File: src/rtl/writeback_unit.sv
`default_nettype none
// ============================================================================
// writeback_unit : scalar/vector RF write-back with a conv-result side FIFO
// Revision 1.0
// ============================================================================
module writeback_unit #(
    parameter int VW    = 128,
    parameter int SW    = 32,
    parameter int DEPTH = 4
) (
    input  logic                    clk,
    input  logic                    reset,
    input  logic [VW-1:0]           conv_result,
    input  logic [4:0]              conv_addr,
    input  logic                    conv_write,
    input  logic [4:0]              rD,
    input  logic [SW-1:0]           s_result,
    input  logic [VW-1:0]           v_result,
    input  logic [SW-1:0]           smem,
    input  logic [VW-1:0]           vmem,
    input  logic                    ldr,
    input  logic [1:0]              wb,
    output logic                    s_we,
    output logic [4:0]              s_waddr,
    output logic [SW-1:0]           s_wdata,
    output logic                    v_we,
    output logic [4:0]              v_waddr,
    output logic [VW-1:0]           v_wdata,
    output logic                    conv_stall,
    output logic [$clog2(DEPTH):0]  fifo_count,
    output logic                    overflow
);

    localparam int PW = $clog2(DEPTH);
    localparam int CW = PW + 1;

    localparam logic [CW-1:0] c_FULL      = CW'(DEPTH);
    localparam logic [CW-1:0] c_STALL_AT  = CW'(DEPTH - 1);
    localparam logic [1:0]    c_WB_SCALAR = 2'b01;
    localparam logic [1:0]    c_WB_VECTOR = 2'b10;

    // Conv FIFO storage; r_valid marks entries not yet superseded by an ALU/load write
    logic [VW-1:0]    r_data [DEPTH];
    logic [4:0]       r_addr [DEPTH];
    logic [DEPTH-1:0] r_valid;
    logic [PW-1:0]    r_rd_ptr;
    logic [PW-1:0]    r_wr_ptr;
    logic [CW-1:0]    r_count;

    logic             w_scl_wr;
    logic             w_vec_wr;
    logic             w_empty;
    logic             w_full;
    logic             w_conv_squash;
    logic             w_conv_req;
    logic             w_pop;
    logic             w_bypass;
    logic             w_drop;
    logic             w_push;
    logic             w_head_valid;
    logic             w_v_issue;
    logic [4:0]       w_v_addr;
    logic [VW-1:0]    w_v_data;

    assign w_scl_wr      = (wb == c_WB_SCALAR);
    assign w_vec_wr      = (wb == c_WB_VECTOR);
    assign w_empty       = (r_count == '0);
    assign w_full        = (r_count == c_FULL);
    assign w_conv_squash = conv_write && w_vec_wr && (conv_addr == rD);
    assign w_conv_req    = conv_write && !w_conv_squash;
    assign w_pop         = !w_vec_wr && !w_empty;
    assign w_bypass      = w_conv_req && !w_vec_wr && w_empty;
    assign w_drop        = w_conv_req && w_full && !w_pop;
    assign w_push        = w_conv_req && !w_bypass && !w_drop;
    assign w_head_valid  = r_valid[r_rd_ptr];

    assign conv_stall    = (r_count >= c_STALL_AT);
    assign fifo_count    = r_count;

    // Vector port arbitration: ALU/load, then FIFO head, then conv bypass
    always_comb begin
        w_v_issue = 1'b0;
        w_v_addr  = rD;
        w_v_data  = v_result;
        if (w_vec_wr) begin
            w_v_issue = 1'b1;
            w_v_addr  = rD;
            w_v_data  = ldr ? vmem : v_result;
        end else if (w_pop) begin
            w_v_issue = w_head_valid;
            w_v_addr  = r_addr[r_rd_ptr];
            w_v_data  = r_data[r_rd_ptr];
        end else if (w_bypass) begin
            w_v_issue = 1'b1;
            w_v_addr  = conv_addr;
            w_v_data  = conv_result;
        end
    end

    always_ff @(posedge clk) begin
        if (!reset) begin
            s_we     <= 1'b0;
            s_waddr  <= '0;
            s_wdata  <= '0;
            v_we     <= 1'b0;
            v_waddr  <= '0;
            v_wdata  <= '0;
            overflow <= 1'b0;
        end else begin
            s_we <= w_scl_wr;
            if (w_scl_wr) begin
                s_waddr <= rD;
                s_wdata <= ldr ? smem : s_result;
            end
            v_we <= w_v_issue;
            if (w_v_issue) begin
                v_waddr <= w_v_addr;
                v_wdata <= w_v_data;
            end
            if (w_drop) begin
                overflow <= 1'b1;
            end
        end
    end

    always_ff @(posedge clk) begin
        if (!reset) begin
            r_rd_ptr <= '0;
            r_wr_ptr <= '0;
            r_count  <= '0;
        end else begin
            if (w_push) begin
                r_wr_ptr <= r_wr_ptr + 1'b1;
            end
            if (w_pop) begin
                r_rd_ptr <= r_rd_ptr + 1'b1;
            end
            case ({w_push, w_pop})
                2'b10:   r_count <= r_count + 1'b1;
                2'b01:   r_count <= r_count - 1'b1;
                default: r_count <= r_count;
            endcase
        end
    end

    always_ff @(posedge clk) begin
        if (w_push) begin
            r_data[r_wr_ptr] <= conv_result;
            r_addr[r_wr_ptr] <= conv_addr;
        end
    end

    // A push into the slot being popped (full FIFO) must leave that slot valid
    always_ff @(posedge clk) begin
        if (!reset) begin
            r_valid <= '0;
        end else begin
            for (int i = 0; i < DEPTH; i++) begin
                if (w_push && (r_wr_ptr == PW'(i))) begin
                    r_valid[i] <= 1'b1;
                end else if (w_pop && (r_rd_ptr == PW'(i))) begin
                    r_valid[i] <= 1'b0;
                end else if (w_vec_wr && (r_addr[i] == rD)) begin
                    r_valid[i] <= 1'b0;
                end
            end
        end
    end

endmodule
`default_nettype wire

File: config.mk
export PLATFORM = sky130hd
export DESIGN_NAME = writeback_unit
export DESIGN_NICKNAME = d
export VERILOG_FILES = /design/src/rtl/writeback_unit.sv
export SDC_FILE = /design/constraint.sdc
export NUM_CORES = 1
export LEC_CHECK = 0
export BUFFER_PORTS_ARGS = -buffer_cell sky130_fd_sc_hd__buf_2
export CORE_AREA = 4 4 248 250
export CTS_CLUSTER_DIAMETER = 200
export DETAILED_ROUTE_END_ITERATION = 8
export DIE_AREA = 0 0 252 254
export GPL_ROUTABILITY_DRIVEN = 1
export HOLD_SLACK_MARGIN = 0.05
export PLACE_DENSITY = 0.73
export SLEW_MARGIN = 20
export SYNTH_ARGS = -nofsm -noshare
export SYNTH_HDL_FRONTEND = slang
export SYNTH_SLANG_ARGS = --single-unit
File: constraint.sdc
create_clock -name clk -period 17.13 [get_ports clk]
set_input_delay 4.2825 -clock clk [delete_from_list [all_inputs] [get_ports clk]]
set_output_delay 4.2825 -clock clk [all_outputs]
set_load 0.005 [all_outputs]
# == Word level (Yosys, flattened, before mapping) ==
# Memory sizes are Yosys's and may differ from the RTL's. A register that Yosys moved wholly into a read port is not among the register bits.
# Index checks and enable logic that the tools add are counted.
# op_classes
n_eq_ne,16
mux,32
n_reduce_logical,36
add_sub_neg,4
magnitude_cmp,2
# ops
operator,count
$mux W128,4
$mux W32,1
$eq A5 B5 Y1,5
$logic_and A1 B1 Y1,22
$mux W1,18
$mux W5,3
$eq A2 B2 Y1 const B,6
$reduce_bool A3 Y1,4
$eq A2 B1 Y1 const B,4
$mux W2,4
$logic_not A1 Y1,6
$pmux W3 S2,1
$add A2 B1 Y2 const B,2
$logic_not A2 Y1,2
$add A3 B1 Y3 const B,1
$eq A3 B3 Y1 const B,1
$ge A3 B2 Y1 const B,1
$logic_not A3 Y1,1
$lt A2 B3 Y1 const B,1
$sub A3 B1 Y3 const B,1
$bmux W1 S2,1
$reduce_bool A2 Y1,1
# totals
output_inout_bits,177
word_cells,106
mem_count,2
ram_bits,532
inputBits,464
register_bits,184
# mem_list
memory,depth,width,read_ports,rd_ports_with_merged_regs,write_ports,line,source
r_data,4,128,1,1,1,43,logic [VW-1:0] r_data [DEPTH];
r_addr,4,5,5,1,1,44,logic [4:0] r_addr [DEPTH];

# == Longest topological paths before layout ==
# Gate-level depths: netlist of the first run.
# logic_depth
depth_word,12
mapped_depth,9
depth_no_buf,8

# == Worst setup path after synthesis of the first run ==
# OpenSTA, ideal clock, no wires.
# synth_path
path_kind,input to register
from,in rD[4]
to,mem r_addr[0][0] (enable)
setup_time_ps,509
path_buffers,2
path_stages,6
t_arrival_ps,8352
slack_ps,8269
t_required_ps,16621
cell_sequence,clkbuf_1 xor2_1 nor4_1 nand3_1 clkbuf_1 and3_1
# synth_via
elab_chain_cells,11
elab_cells_between_ends,14
classes_between,1 x eq/ne; 2 x mux; 11 x reduce/logical
# synth_lines
element,line,source
"start, declared",16,"input logic [4:0] rD,"
$eq A5 B5 Y1 (*),69,assign w_conv_squash = conv_write && w_vec_wr && (conv_addr == rD);
$logic_and A1 B1 Y1 (*),69,
$logic_not A1 Y1 (*),70,assign w_conv_req = conv_write && !w_conv_squash;
$logic_and A1 B1 Y1 (*),70,
$logic_and A1 B1 Y1 (2 in series),72,assign w_bypass = w_conv_req && !w_vec_wr && w_empty;
$logic_not A1 Y1,74,assign w_push = w_conv_req && !w_bypass && !w_drop;
$logic_and A1 B1 Y1,74,
$logic_and A1 B1 Y1 (*),74,
$mux W1 (*),147,if (w_push) begin
$mux W1 (not written as such) (*),149,r_addr[r_wr_ptr] <= conv_addr;
"end, declared",44,
# Every way passes the cells marked *; elsewhere a longest branch is shown, timed or not.

# == Worst setup path after layout of the first run ==
# layout_path
from,in wb[1]
to,mem r_addr[3][4] (enable)
# layout_via
elab_chain_cells,12
elab_cells_between_ends,18
classes_between,1 x eq/ne; 2 x mux; 15 x reduce/logical
# layout_lines
element,line,source
"start, declared",22,"input logic [1:0] wb,"
$eq A2 B2 Y1 (*),66,assign w_vec_wr = (wb == c_WB_VECTOR);
$logic_and A1 B1 Y1 (2 in series),69,
$logic_not A1 Y1,70,
$logic_and A1 B1 Y1,70,
$logic_and A1 B1 Y1 (2 in series),72,
$logic_not A1 Y1,74,
$logic_and A1 B1 Y1,74,
$logic_and A1 B1 Y1 (*),74,
$mux W1 (*),147,
$mux W1 (not written as such) (*),149,
# Marked as above.

==> results of run 1 <==
[logic make-up (layout without fill, tap and decap cells)]
kind of cell               after synthesis  after routing
AOI/OAI and AO/OA                      327            327
adders and majority gates                9              9
DFF                                    718            718
xor gates and xnor gates                27             27
other                                    0              7
and+or+nand+nor                        102            102
buffers and inverters                  154            797
muxes                                  297            297
[per-stage QoR]
stage / power, uW / std cells / hold WS [ps]
after floorplan: 3040 / 1634 / 448
after global placement: 3390 / 2925 / 441
after detailed placement: 3430 / 2925 / 441
after CTS: 4930 / 3050 / 455
after global routing: 5100 / 3053 / 472
final: 4880 / 3057 / 452
[state kept, by name, summed over array words and instances, names as in the netlist, named ones only]
signal	cells
v_waddr	5
r_rd_ptr	2
fifo_count	3
overflow	1
r_addr	20
s_wdata	32
v_wdata	128
s_waddr	5
r_valid	4
r_data	512
v_we	1
s_we	1
r_wr_ptr	2
[cell usage in the layout, fill, tap and decap left out, types with 7 or more instances in the layout]
master     count
a21oi_1       14
a32oi_1        8
mux4_2       134
a222oi_1     128
a211oi_1      33
dfxtp_1      184
inv_1          9
mux2_2       128
o2bb2ai_1    128
clkbuf_1      21
edfxtp_1     532
xnor2_1        7
buf_2        639
mux2i_1       35
xor2_1        20
nor2_1        47
ha_1           8
buf_4         22
diode_2        7
nand2_1       25
clkbuf_16     74
clkinv_2      11
[power breakdown]
part	internal [uW]	switching, uW	leakage, uW
Sequential	2150	128	0.00636
Combinational	502	605	0.00515
Clock	880	615	0.00110
[critical path, cell delays in order]
cell and delay, ps:
buf_2 130, nor2b_4 150, buf_4 670, xnor2_1 220, o31a_1 420, and3_4 680
buf_4 790
[worst max-delay path by stage]
stage | endpoint | depth (start not counted) | from
3_5_place_dp | r_data[3][44]$_DFFE_PP_ | 7 | wb[1]
3_3_place_gp | r_addr[3][0]$_DFFE_PP_ | 7 | wb[1]
2_1_floorplan | r_addr[0][0]$_DFFE_PP_ | 6 | rD[4]
5_1_grt | r_data[3][42]$_DFFE_PP_ | 7 | wb[1]
4_1_cts | r_data[3][116]$_DFFE_PP_ | 7 | wb[1]
6_report | r_addr[3][4]$_DFFE_PP_ | 7 | wb[1]
[layer usage]
layer / share of wire, % / GRT usage (%) / vias to the layer above / routed length, um
met4: 1.8 / 6.40 / 8 / 1370
met2: 51 / 37.7 / 879 / 37600
met3: 9.3 / 5.42 / 108 / 6890
met5: 0.087 / 0 / - / 65
li1: - / - / 8097 / -
met1: 38 / 29.3 / 9281 / 28500
[synth_stat cells, types with 4 or more instances]
cell type	instances	share of area, %
xnor2_1	7	0.21
mux2_2	128	5.0
and3_1	6	0.13
clkbuf_1	83	1.1
ha_1	8	0.34
buf_4	12	0.31
a222oi_1	128	4.4
mux2i_1	35	1.2
mux4_2	134	10
buf_2	35	0.60
nor4_1	6	0.13
a211oi_1	33	0.85
a32oi_1	8	0.24
nor3_1	4	0.069
o2bb2ai_1	128	3.9
xor2_1	20	0.60
edfxtp_1	532	55
nor2_1	48	0.62
buf_8	10	0.52
a21oi_1	14	0.24
nand3_1	4	0.069
nand2_1	25	0.32
inv_1	10	0.13
dfxtp_1	186	13
[layout make-up]
type,count,area (um2),share of cell area [%]
Multi-Input combinational cell,762,8570,24.6
Antenna cell,7,17.5,0.0502
Tap cell,773,967,2.77
Inverter,10,42.5,0.122
Timing Repair Buffer,662,3370,9.66
Clock buffer,102,2020,5.79
Sequential cell,718,19700,56.4
Clock inverter,23,219,0.627
==> metrics, run 1 <==
multiplexer share of the synthesized area=approximately 17%; clk buf depth=3; Synth Area in Compound Gates=between 10% and 20%; Nets=2697; Worst Skew=13.9 ps; largest net degree at the start of global routing=99; final antenna-violating net count=0; ys flop type=edfxtp_1; Peak VDD IR=0.0945 mV; RSZ-0062 raised after global routing=no; endpoint type of the worst setup path=flip-flop; initial antenna violation count=11; DRC viols=0; die area=64000 um2; CP max FO=slightly below 80; share of cells above drive strength 1=roughly 45%; CTS tree=done; r2r startpoint=r_rd_ptr[0]$_SDFFE_PN0N_; xor/xnor share of the synthesized area=less than 1%; reg2reg end=v_wdata[54]$_SDFFE_PN0P_; chip width=252 um; first-pass GRT wire length=111000 um; dpl ws=between 9000 and 10000 ps; Synth cell types=42; Post-CTS Resized=0; total length of routed wires=approximately 74000 um; total CTS buffers=70; Clock Tree Root=clkbuf_16; HPWL Detailed=49300 um; fillcell total=approximately 4400; CP Data Arrival Time=~7400 ps; dpl cell area=~33000 um2; grt ovf=0; Synth Area in Adders=0.414%; fmax=around 0.14 GHz; row count=a little under 90; sequential share of the synthesized area=67.8%; Port-buffer cells=640; simple-gate area share of the yosys netlist=approximately 1.6%; max_slew headroom=26.5%; Async SR Flop Fraction=0%; core footprint=between 50000 and 60000 um2; Syn Area/Cell=about 18 um2; count of max-cap constraint violations=0; gr usage total=approximately 22%; final worst-path cycle share=roughly 42%; Period minus WS final=between 7000 and 8000 ps; Worst Hold Path Cells=2; Min-Delay Path Class=reg -> reg; H-tree Lvls=3; vias in the first global route=about 19000; fin util=around three fifths; Post-CTS Setup Bufs=0; IO Count=641; total vias in the final route=18400; Via density=between 6 and 7; Initial Util=around 49%; R2R depth=7; Worst Hold Path EP=s_waddr[2]$_SDFFE_PN0P_; Setup Crit Path Kind=in -> reg; Post-synth EDFFs=approximately 530; HP Start=s_waddr[2]$_SDFFE_PN0P_; first drt pass iteration count=7; Area Growth Syn to Fin=20.2%; die height=around 250 um; Worst Setup Start Kind=primary input; Hold Buf Count CTS=0; Clock Sinks=between 700 and 800; R2R setup slack=~13000 ps; violation count after the first detailed-route iteration=2037; Routability Congestion=about 0.85; mean routed wirelength per cell=~24 um; worst setup margin=between 9000 and 10000 ps; largest family of logic cells by synthesized area=multiplexers; syn nets=2107; final hold vios=0; Post-Syn Instances=about 1600; Max Slew Vio Count=0; Ys Warns=0; number of synthesized register bits=718; Fin Setup TNS=0 ps; CTS clk-pin slew, worst paths=approximately 60 ps; Slew @ Worst Pin=1100 ps; Netlist Area Pre-Place=29000 um2; clock latency on the worst-skew pair=approximately 580 ps; Power Dens Cells=~140 nW/um2; Critical Path RT=approximately 17000 ps; status=finished, final reports clean; Design Area, Final=about 35000 um2; LEAKAGE=roughly 0.013 uW; final setup fails=0
Power figures use the tool's default switching activity.
==> run 2: changes to the inputs <==
--- a/config.mk
+++ b/config.mk
@@ -5,14 +5,15 @@
 export SDC_FILE = /design/constraint.sdc
 export NUM_CORES = 1
 export LEC_CHECK = 0
+export ABC_AREA = 1
 export BUFFER_PORTS_ARGS = -buffer_cell sky130_fd_sc_hd__buf_2
-export CORE_AREA = 4 4 248 250
+export CORE_AREA = 4 4 252 254
 export CTS_CLUSTER_DIAMETER = 200
 export DETAILED_ROUTE_END_ITERATION = 8
-export DIE_AREA = 0 0 252 254
+export DIE_AREA = 0 0 256 258
 export GPL_ROUTABILITY_DRIVEN = 1
 export HOLD_SLACK_MARGIN = 0.05
-export PLACE_DENSITY = 0.73
+export PLACE_DENSITY = 0.76
 export SLEW_MARGIN = 20
 export SYNTH_ARGS = -nofsm -noshare
 export SYNTH_HDL_FRONTEND = slang
==> constraint.sdc (replaced) <==
create_clock -name clk -period 6.4 [get_ports clk]
set_input_delay 1.6 -clock clk [delete_from_list [all_inputs] [get_ports clk]]
set_output_delay 1.6 -clock clk [all_outputs]
set_load 0.005 [all_outputs]
==> metrics, run 2 <==
Final Non-Filler Cells=roughly 4500; initial antenna violation count=10; Netlist Area Pre-Place=around 30000 um2; number of synthesized register bits=just over 700; Critical Path RT=around 6700 ps; HPWL Detailed=between 50000 and 60000 um; endpoint type of the worst setup path=flip-flop; Setup Crit Path Kind=in -> reg; Worst Hold Path Cells=2; largest net degree at the start of global routing=172; reg2reg end=v_wdata[114]$_SDFFE_PN0P_; CTS tree=done; commonest non-fill, non-tap cells in the layout=675 x nand2_1, 638 x buf_2, 532 x edfxtp_1; count leader, synth=nand2_1; dpl cells=~4300; Post-Syn Instances=approximately 3000; Post-CTS Setup Bufs=0; dpl ws=between 1500 and 2000 ps; Post-CTS Resized=0; Syn Area/Cell=between 9 and 10 um2; Routability Congestion=0.870; cell taking the most area after synthesis=edfxtp_1; Clock Tree Root=clkbuf_16; Fin Setup TNS=0 ps; total vias in the final route=roughly 25000; gr usage total=~25%; Power Dens Cells=roughly 390 nW/um2; Max Slew Vio Count=0; Initial Util=around 50%; Top reg by flops=r_data; Via density=5.50; Worst Setup Start Kind=primary input; CTS clk-pin slew, worst paths=about 60 ps; Ys Warns=0; DRC viols=0; sequential share of the synthesized area=about two thirds; share of the synthesized area in the top cell type=52.5%; fin util=slightly below 60%; final setup fails=0; max reg flops=between 500 and 600; slowest CP cell=buf_4; Period minus WS final=approximately 4000 ps; CP Cell Sequence=buf_2 > inv_1 > nand2_4 > buf_4 > nor2_1 > nand3_1 > nand2_1 > inv_1 > nand2_1 > inv_1 > nand2_1 > inv_6 > buf_4; Area Growth Syn to Fin=19.4%; grt ovf=0; status=finished, final reports clean; violation count after the first detailed-route iteration=2007; Min-Delay Path Class=reg -> reg; r2r startpoint=fifo_count[2]$_SDFFE_PN0P_; CP max stage delay=between 500 and 600 ps; Slew @ Worst Pin=roughly 1100 ps; Worst Hold Path EP=overflow$_SDFFE_PN0P_; die area=around 66000 um2; HP Start=overflow$_SDFFE_PN0P_; fmax=approximately 0.25 GHz; WP buf/inv=7; vias in the first global route=23500; count of max-cap constraint violations=0; mean routed wirelength per cell=19.2 um; share of cells above drive strength 1=roughly 22%; Clock Sinks=between 700 and 800; ys flop type=edfxtp_1; Hold Buf Count CTS=0; syn nets=approximately 3500; Post-synth EDFFs=532; CP Data Arrival Time=4260 ps; commonest cells in the netlist=676 x nand2_1, 532 x edfxtp_1, 340 x o21ai_0; clock latency on the worst-skew pair=600 ps; first-pass GRT wire length=roughly 130000 um; R2R setup slack=between 3000 and 4000 ps; worst setup margin=about 2400 ps; Nets=about 4100; max_slew headroom=26.8%; total length of routed wires=between 80000 and 90000 um; final worst-path cycle share=between 60% and 70%; core footprint=between 60000 and 70000 um2; RSZ-0062 raised after global routing=no; top flop regs=r_data x512, v_wdata x128, s_wdata x32; most common cell after layout, fill and taps aside=nand2_1; die height=roughly 260 um; Top delay family on crit path=buffers and inverters; chip width=~260 um; final antenna-violating net count=0; Synth cell types=31; LEAKAGE=0.0152 uW; total CTS buffers=between 70 and 80; CP max FO=54; clk buf depth=3; R2R depth=11; Worst Skew=~19 ps; final hold vios=0; H-tree Lvls=3; Peak VDD IR=around 0.28 mV; Async SR Flop Fraction=0%; Port-buffer cells=640; IO Count=approximately 640; Synth area leaders=edfxtp_1 53%, dfxtp_1 12%, nand2_1 8.3%, o21ai_0 5.6%, a21oi_1 5.0%; first drt pass iteration count=5; row count=91
## run 2: per-stage QoR
step	area, um2	total power, uW	hold WS (ps)
detailed placement	34000	10200	460
CTS	36300	14400	470
finish	36300	14300	466
global route	36300	15100	495
global placement	34000	10100	459
floorplan	30400	8850	447
## run 2: logic make-up after synthesis
kind of cell               after synthesis  synth area share (%)
buffers and inverters                  380                  5.46
AOI/OAI and AO/OA                      819                  14.5
DFF                                    718                  64.8
xor gates and xnor gates                 3                0.0864
and+or+nand+nor                       1139                  14.7
adders and majority gates                9                 0.395
## run 2: cell type report
class	count	area [um2]
multi-input cells	1970	9060
clock buffers	96	1970
fillers	5116	24900
diodes	8	20.0
inverters	173	687
well taps	790	988
repair buffers	669	3550
flip-flops and latches	718	19700
clock inverters	36	327
## run 2: power by group
group	switching [uW]	leakage, uW	internal [uW]
sequential	295	0.00639	5680
clock	1740	0.00112	2380
combinational	2830	0.00768	1350
## run 2: how the worst max path moves through the flow
stage | startpoint | end | slack, ps | depth (start not counted)
global placement | wb[0] | r_data[2][89]$_DFFE_PP_ | 1830 | 13
finish | wb[0] | r_data[2][101]$_DFFE_PP_ | 2400 | 13
global route | wb[0] | r_data[2][88]$_DFFE_PP_ | 2160 | 13
floorplan | wb[0] | r_addr[0][0]$_DFFE_PP_ | 880 | 11
detailed placement | wb[0] | r_data[2][15]$_DFFE_PP_ | 1800 | 13
CTS | wb[0] | r_data[2][6]$_DFFE_PP_ | 2450 | 13
## run 2: worst register-to-register path, cell delays in order (launching register included)
cell and delay (ps):
dfxtp_1 480, inv_2 80, nand2_2 160, nand2_2 160
inv_2 210, nand2_2 420, inv_4 670, buf_12 370
nand2_1 150, nand4_1 110, nand2_1 60, inv_1 70
## run 2: metal layers
metal / part of all wire, % / vias to the layer above / global-route usage [%]
li1: - / 11700 / -
met1: 40 / 11700 / 30.7
met2: 49 / 983 / 42.0
met3: 7.3 / 168 / 5.07
met4: 3.6 / 4 / 10.7
met5: 0.031 / - / 0
==> run 3: changes to the inputs <==
--- a/config.mk
+++ b/config.mk
@@ -5,12 +5,12 @@
 export SDC_FILE = /design/constraint.sdc
 export NUM_CORES = 1
 export LEC_CHECK = 0
-export ABC_AREA = 1
+export ABC_AREA = 0
 export BUFFER_PORTS_ARGS = -buffer_cell sky130_fd_sc_hd__buf_2
-export CORE_AREA = 4 4 252 254
+export CORE_AREA = 4 4 249 251
 export CTS_CLUSTER_DIAMETER = 200
 export DETAILED_ROUTE_END_ITERATION = 8
-export DIE_AREA = 0 0 256 258
+export DIE_AREA = 0 0 253 255
 export GPL_ROUTABILITY_DRIVEN = 1
 export HOLD_SLACK_MARGIN = 0.05
 export PLACE_DENSITY = 0.76
==> constraint.sdc (replaced) <==
create_clock -name clk -period 3.3 [get_ports clk]
set_input_delay 0.825 -clock clk [delete_from_list [all_inputs] [get_ports clk]]
set_output_delay 0.825 -clock clk [all_outputs]
set_load 0.005 [all_outputs]
==> metrics, run 3 (same netlist as run 1, synthesis figures left out) <==
status=finished, final reports clean; final setup fails=0; max reg flops=512; CP max stage delay=between 600 and 700 ps; top flop regs=r_data x512, v_wdata x128, s_wdata x32; IO Count=~640; Post-CTS Setup Bufs=0; Min-Delay Path Class=reg -> reg; vias in the first global route=18900; Worst Skew=between 20 and 30 ps; die height=approximately 260 um; largest net degree at the start of global routing=129; Port-buffer cells=between 600 and 700; max_slew headroom=between 20 and 30%; sequential share of power=between 40% and 50%; first-pass GRT wire length=114000 um; Min Hold Slack=roughly 450 ps; Top reg by flops=r_data; die area=between 60000 and 70000 um2; initial antenna violation count=7; violation count after the first detailed-route iteration=roughly 2200; R2R depth=5; multi-input combinational cell area=approximately 8600 um2; core footprint=between 50000 and 60000 um2; CP max FO=41; fin util=just under 60%; H-tree Lvls=3; commonest non-fill, non-tap cells in the layout=639 x buf_2, 532 x edfxtp_1, 184 x dfxtp_1; final worst-path cycle share=between 70% and 80%; clock latency on the worst-skew pair=approximately 600 ps; total vias in the final route=between 15000 and 20000; Worst Hold Path Cells=2; LEAKAGE=between 0.01 and 0.015 uW; Setup Crit Path Kind=reg -> reg; Initial Util=48.5%; Power Dens Cells=between 700 and 800 nW/um2; combinational share of power=23.8%; endpoint type of the worst setup path=flip-flop; Area Growth Syn to Fin=22.5%; clock share of power=between 30% and 40%; fmax=~0.39 GHz; Clock Sinks=about 700; Switch Pwr=slightly above 7000 uW; share of cells above drive strength 1=46.3%; Clock Tree Root=clkbuf_16; CP Cell Sequence=inv_1 > xnor2_1 > o31a_1 > and3_4 > buf_12; sw frac=around 28%; DRC viols=0; fillcell total=between 4000 and 5000; Pint=around 19000 uW; gr usage total=22.9%; final hold vios=0; Hold Buf Count CTS=0; Period minus WS final=around 2500 ps; slowest CP cell=and3_4; Nets=about 2700; row count=90; Routability Congestion=between 0.9 and 1; total CTS buffers=a little over 70; Fin Setup TNS=0 ps; total length of routed wires=76500 um; grt ovf=0; CTS tree=done; chip width=253 um; Via density=~6.0; Post-CTS Resized=0; Max Slew Vio Count=0; RSZ-0062 raised after global routing=no; most common cell after layout, fill and taps aside=buf_2; Peak VDD IR=around 0.44 mV; Worst Setup Start Kind=flip-flop; register area=roughly 20000 um2; first drt pass iteration count=9; count of max-cap constraint violations=0; Critical Path RT=approximately 3600 ps; Slew @ Worst Pin=1080 ps; HPWL Detailed=around 51000 um; CTS clk-pin slew, worst paths=around 60 ps; CP Data Arrival Time=about 2800 ps; mean routed wirelength per cell=about 25 um; clk buf depth=3; final antenna-violating net count=0
run 3: cell count changes in the layout (fill, tap and decap cells not counted), moves of 92 or more:
| cell | before | now |
|---|---|---|
| nor2_1 | 331 | 47 |
| mux4_2 | 0 | 134 |
| inv_1 | 159 | 9 |
| o22ai_1 | 112 | 1 |
| a222oi_1 | 0 | 128 |
| a21oi_1 | 302 | 14 |
| nand2_1 | 675 | 25 |
| o21ai_0 | 340 | 3 |
| mux2_2 | 0 | 128 |
| nand3_1 | 96 | 4 |
| o2bb2ai_1 | 0 | 128 |
run 3: final cells by class:
| type | instances | area share, % |
|---|---|---|
| multi-input combinational | 762 | 24.1 |
| clock buffer | 98 | 5.75 |
| sequential | 718 | 55.4 |
| timing repair buffer | 693 | 11.1 |
| antenna | 2 | 0.0141 |
| clock inverter | 34 | 0.851 |
| tap | 782 | 2.75 |
| inverter | 10 | 0.120 |
run 3: layer usage:
layer | GRT usage [%] | wire [um] | vias to the layer above
li1 | - | - | 8183
met1 | 31.2 | 30500 | 9483
met2 | 38.3 | 38400 | 955
met3 | 4.19 | 6040 | 110
met4 | 6.40 | 1530 | 6
met5 | 0 | 34 | -
run 3: power groups by stage:
stage	Sequential, uW	Combinational (uW)	Clock, uW
floorplan	11800	3860	0
global placement	11800	6060	0
detailed placement	11900	6190	0
CTS	11700	6230	8190
global route	11800	6620	8590
finish	11700	6160	8020
run 3: metrics by stage:
stage	area, um2	setup slack, ps	total power [uW]	instances
floorplan	29000	-565	15700	1634
global placement	33200	324	17900	2965
detailed placement	33200	266	18100	2965
CTS	35600	624	26100	3097
global route	35600	535	27000	3097
finish	35600	752	25900	3099
run 3: path summary, 6_finish.rpt:
path                                                  from                       to  slack [ps]
worst max-delay path            fifo_count[2]$_SDFFE_PN0P_   r_data[2][7]$_DFFE_PP_         750
worst min-delay path               v_waddr[4]$_SDFFE_PN0P_  v_waddr[4]$_SDFFE_PN0P_         450
worst max register to register  fifo_count[2]$_SDFFE_PN0P_   r_data[2][7]$_DFFE_PP_         750
worst min register to register     v_waddr[4]$_SDFFE_PN0P_  v_waddr[4]$_SDFFE_PN0P_         450
run 3: critical path: cells and delay by family, from the launching register on:
family	cells	cell delay [ps]
buf+inv	2	480
simple gates	1	620
xor+xnor	1	230
flops	1	450
compound gates	1	380
